===== config.mk =====
export PLATFORM = sky130hd
export DESIGN_NAME = register_file
export DESIGN_NICKNAME = d
export VERILOG_FILES = /design/src/rtl/register_file.sv
export SDC_FILE = /design/constraint.sdc
export NUM_CORES = 2
export LEC_CHECK = 0
export CORE_ASPECT_RATIO = 0.6
export CORE_MARGIN = 3
export CORE_UTILIZATION = 29
export DETAILED_ROUTE_END_ITERATION = 6
export GPL_TIMING_DRIVEN = 0
export MAX_ROUTING_LAYER = met4
export PLACE_DENSITY = 0.49
export RECOVER_POWER = 25
export SYNTH_ARGS = -nofsm -noshare
export SYNTH_HDL_FRONTEND = slang
export SYNTH_SLANG_ARGS = --single-unit

===== constraint.sdc =====
create_clock -name clock -period 3 [get_ports clock]
set_clock_uncertainty 0.2 [all_clocks]
set_input_delay 0.6 -clock clock [delete_from_list [all_inputs] [get_ports clock]]
set_output_delay 0.6 -clock clock [all_outputs]
set_load 0.01 [all_outputs]

===== src/rtl/register_file.sv =====
// 32 x 32-bit RISC-V integer register file: two combinational read ports, one
// synchronous write port, x0 hardwired to zero, writes frozen by finish_flag.
module register_file #(
    parameter int DATA_WIDTH = 32,
    parameter int ADDR_WIDTH = 5,
    parameter int NUM_REGS   = 2**ADDR_WIDTH
) (
    input  logic                  clock,
    input  logic                  reset_n,
    input  logic [ADDR_WIDTH-1:0] Read1,
    input  logic [ADDR_WIDTH-1:0] Read2,
    input  logic [ADDR_WIDTH-1:0] RD,
    input  logic [DATA_WIDTH-1:0] WriteData,
    input  logic                  RegWrite,
    input  logic                  finish_flag,
    output logic [DATA_WIDTH-1:0] Data1,
    output logic [DATA_WIDTH-1:0] Data2
);

    logic                  wr_en;
    logic [DATA_WIDTH-1:0] regs [NUM_REGS];

    assign wr_en = RegWrite & ~finish_flag;

    // Each register is its own flop bank with an async clear, so the whole
    // file empties the moment reset_n falls. An X on wr_en evaluates the
    // if-condition as false, leaving the register untouched.
    for (genvar gi = 0; gi < NUM_REGS; gi++) begin : g_reg
        if (gi == 0) begin : g_zero
            assign regs[gi] = '0;
        end else begin : g_flop
            logic [DATA_WIDTH-1:0] q_reg;

            always_ff @(posedge clock or negedge reset_n) begin
                if (!reset_n) begin
                    q_reg <= '0;
                end else if (wr_en && (RD == ADDR_WIDTH'(gi))) begin
                    q_reg <= WriteData;
                end
            end

            assign regs[gi] = q_reg;
        end
    end

    // No write-to-read bypass: a same-cycle write shows up after the edge.
    assign Data1 = (Read1 == '0) ? '0 : regs[Read1];
    assign Data2 = (Read2 == '0) ? '0 : regs[Read2];

endmodule


==> impl_results.md <==
- Top cells by area, synth: dfrtp_1, mux2_2, mux4_2, mux2i_1, mux4_1
- Worst setup SP type: input port
- Die X: roughly 560 um
- DRC: 0
- Die area: roughly 190000 um2
- Mapped cell area: approximately 53000 um2
- Number of buffers added on ports: approximately 110
- Rows: approximately 120
- Fin crit share: 117.7%
- Root Buffer: clkbuf_16
- Post-Syn Instances: ~3500
- Worst setup endpoint: Data2[7]
- Setup Crit Path Kind: in -> out
- Synthesis Warnings: 0
- Starting Density: 29.27%
- Drt first pass iters: 5
- Final setup fails: around 370
- Hold Fails Final Rpt: between 90 and 100
- Area occupied by multi-input gates: about 28000 um2
- FF-to-FF End: g_reg[1].g_flop.q_reg[12]
- Unrepaired setup endpoints after global routing: true
- Leak: ~0.029 uW
- Final net count: 3926
- Clk pwr share: around a third
- CP max stage cell: dlygate4sd2_1
- Largest register FFs: 992
- Total Routed Length: 247100 um
- Failing checks: negative hold slack, max-slew violations, negative setup slack
- Min Hold Slack: -0.4538 ns
- Power Density: 586.5 nW/um2
- CTS Buf Count: around 100
- Top cell type's share of synthesized area: 46.64%
- Via density: approximately 5.9
- Flop pwr share: 42.9%
- Share of post-route cells with drive strength above 1: about three fifths
- Critical-path cell list: dlygate4sd2_1 -> nand2b_2 -> buf_4 -> o22ai_2 -> a211o_1 -> buf_2
- CP Max Fanout: 10
- Grt ovf: 0
- Worst-path clk slew: roughly 0.06 ns
- Async S/R FF share, synth: 100.0%
- Max IR drop VDD: roughly 0.42 mV
- Hold WC Path Type: in -> async
- Sequential Area: ~25000 um2
- Critical Path Max Stage Delay: 0.57 ns
- GPL Wtd Cong: around 0.97
- CP arrival: 2.73 ns
- Worst skew pair latency: 0.73 ns
- Global-route wire length before repair: between 300000 and 400000 um
- Distinct cell type count after synthesis: about 50
- GRT Resource Usage Total: 26.38%
- Clk buf depth: 3
- GRT busiest layer: met1
- Post-DRT Antenna Nets: 0
- Tot Pwr: roughly 39000 uW
- Sw frac: a little under a third
- Largest net degree at the start of global routing: approximately 160
- Post-route setup slack: -0.5299 ns
- WP data required: approximately 2.2 ns
- EDFF count, synth: 0
- CTS tree: built
- Die Y: ~340 um
- Combinational power share: between 20 and 25%
- FF+latch count, synth: between 900 and 1000
- Worst-Margin Slew: around 1.7 ns
- Area leader, netlist: dfrtp_1
- Reg2Reg Setup Slack: about 1.9 ns
- I/O pin total: approximately 120
- Post-synthesis sequential area ratio: 46.64%
- Area grow syn2layout: 23.90%
- Fin crit period: roughly 3.5 ns
- R2r startpoint: g_reg[1].g_flop.q_reg[12]
- Max-Cap Viols: 0
- Dpl hpwl: 174800 um
- Pint: around 27000 uW
- Place WS: -3.264 ns
- Core area: 181800 um2
- GR met3 Demand/Resource: 12.43%
- Antenna violations before repair: 23
- Clock Sinks: between 900 and 1000
- Syn Area/Cell: ~15 um2
- Most used DFF post-synth: dfrtp_1
- Grt met2 use: between 30% and 40%
- Fill cells: around 17000
- Vias in the first global route: between 30000 and 40000
- R2r worst-path depth: 1
- NetSw: about 12000 uW
- Status: complete, but fails checks
- CP endpoint kind: output port
- Met1 Usage GRT: approximately two fifths
- Max frequency: approximately 280 MHz
- Max H-tree Level: 3
- Critical path origin: Read2[4]
- Max_slew headroom: -11.61%
- Routed len/inst: 38.43 um
- Syn_nets: roughly 3600
- Max-slew violations: about 110
- Vias post-DR: 37864
- DRT iter0 DRCs: between 5000 and 6000
layout by cell type (no fill, tap or decap), drive strengths merged, types with 9 or more instances in the layout:
master | netlist | routed
mux2 | 1098 | 1098
dfrtp | 992 | 992
mux4 | 427 | 427
buf | 202 | 400
clkbuf | 182 | 344
mux2i | 118 | 118
nand2 | 68 | 68
o21ai | 66 | 66
o22ai | 63 | 63
a22oi | 61 | 61
nor2 | 52 | 52
clkdlybuf4s50 | 0 | 38
a221oi | 32 | 32
a211o | 31 | 31
a31oi | 23 | 23
clkinv | 1 | 22
a221o | 17 | 17
o221a | 15 | 15
diode | 0 | 11
a21oi | 10 | 10
o21a | 9 | 9
metrics by stage:
step | area [um2] | instances | setup TNS (ns) | utilization, % | hold slack (ns)
2_1_floorplan | 53220 | 3525 | 0 | - | 0.1044
3_3_place_gp | 57370 | 6092 | - | 31.55 | 0.2834
3_5_place_dp | 57590 | 6099 | -579.93 | 31.67 | 0.2938
4_1_cts | 65130 | 6380 | -23.18 | 35.82 | -0.4238
5_1_grt | 65930 | 6425 | -155.37 | 36.26 | -0.4033
6_report | 65940 | 6428 | -60.17 | 36.27 | -0.4538
layer usage:
layer | part of all wire, % | vias up
met3 | 14 | 279
met2 | 37 | 2204
li1 | - | 14446
met4 | 2.1 | 0
met5 | 0 | -
met1 | 47 | 20935
power by group through the flow:
stage                     clock (uW)  combinational, uW  sequential (uW)
final                          13500               8570            16600
after global routing           14200               8900            16800
after CTS                      13700               8200            16500
after detailed placement           0               7310            16700
after global placement             0               7090            16800
after floorplan                    0               4610            16200
worst min path at each step:
stage	depth (start not counted)	slack, ns	end	start
final	1	-0.45	g_reg[5].g_flop.q_reg[6]	reset_n
after global routing	1	-0.40	g_reg[5].g_flop.q_reg[6]	reset_n
after CTS	1	-0.42	g_reg[5].g_flop.q_reg[6]	reset_n
after detailed placement	1	0.29	g_reg[7].g_flop.q_reg[23]	g_reg[7].g_flop.q_reg[23]
after global placement	1	0.28	g_reg[7].g_flop.q_reg[24]	g_reg[7].g_flop.q_reg[24]
after floorplan	0	0.10	g_reg[10].g_flop.q_reg[0]	reset_n
worst max-delay path, delay by kind of cell:
| family | cells | cell delay [ns] |
|---|---|---|
| buf+inv | 3 | 1.08 |
| simple gates | 1 | 0.39 |
| compound gates | 2 | 0.64 |
cell type report:
cell class	count	area share, %
Multi-Input combinational cell	2143	42.40
Sequential cell	992	37.65
Buffer	381	5.366
Tap cell	2460	4.668
Clock buffer	156	4.649
Timing Repair Buffer	249	4.639
Clock inverter	30	0.5484
Inverter	6	0.04554
Antenna cell	11	0.04174
cell usage after synthesis (all sizes together) (9+ instances only):
cell type / number
mux2: 1098
dfrtp: 992
mux4: 427
buf: 202
clkbuf: 182
mux2i: 118
nand2: 68
o21ai: 66
o22ai: 63
a22oi: 61
nor2: 52
a221oi: 32
a211o: 31
a31oi: 23
a221o: 17
o221a: 15
a21oi: 10
o21a: 9
repair_timing:
item,in CTS,in global routing
buffers inserted,77,40
resized for setup,1056,107
cloned,19,5
hold endpoints to repair,92,92
setup endpoints to repair,64,219
pin swaps,120,69
logic make-up after synthesis:
group / after synthesis / synth area share [%]
AO/OA/AOI/OAI: 341 / 4.603
buffers and inverters: 390 / 3.628
multiplexers: 1643 / 43.74
AND/OR/NAND/NOR: 159 / 1.385
flip-flops: 992 / 46.64
Note: power is estimated with default switching activity, not from simulation.
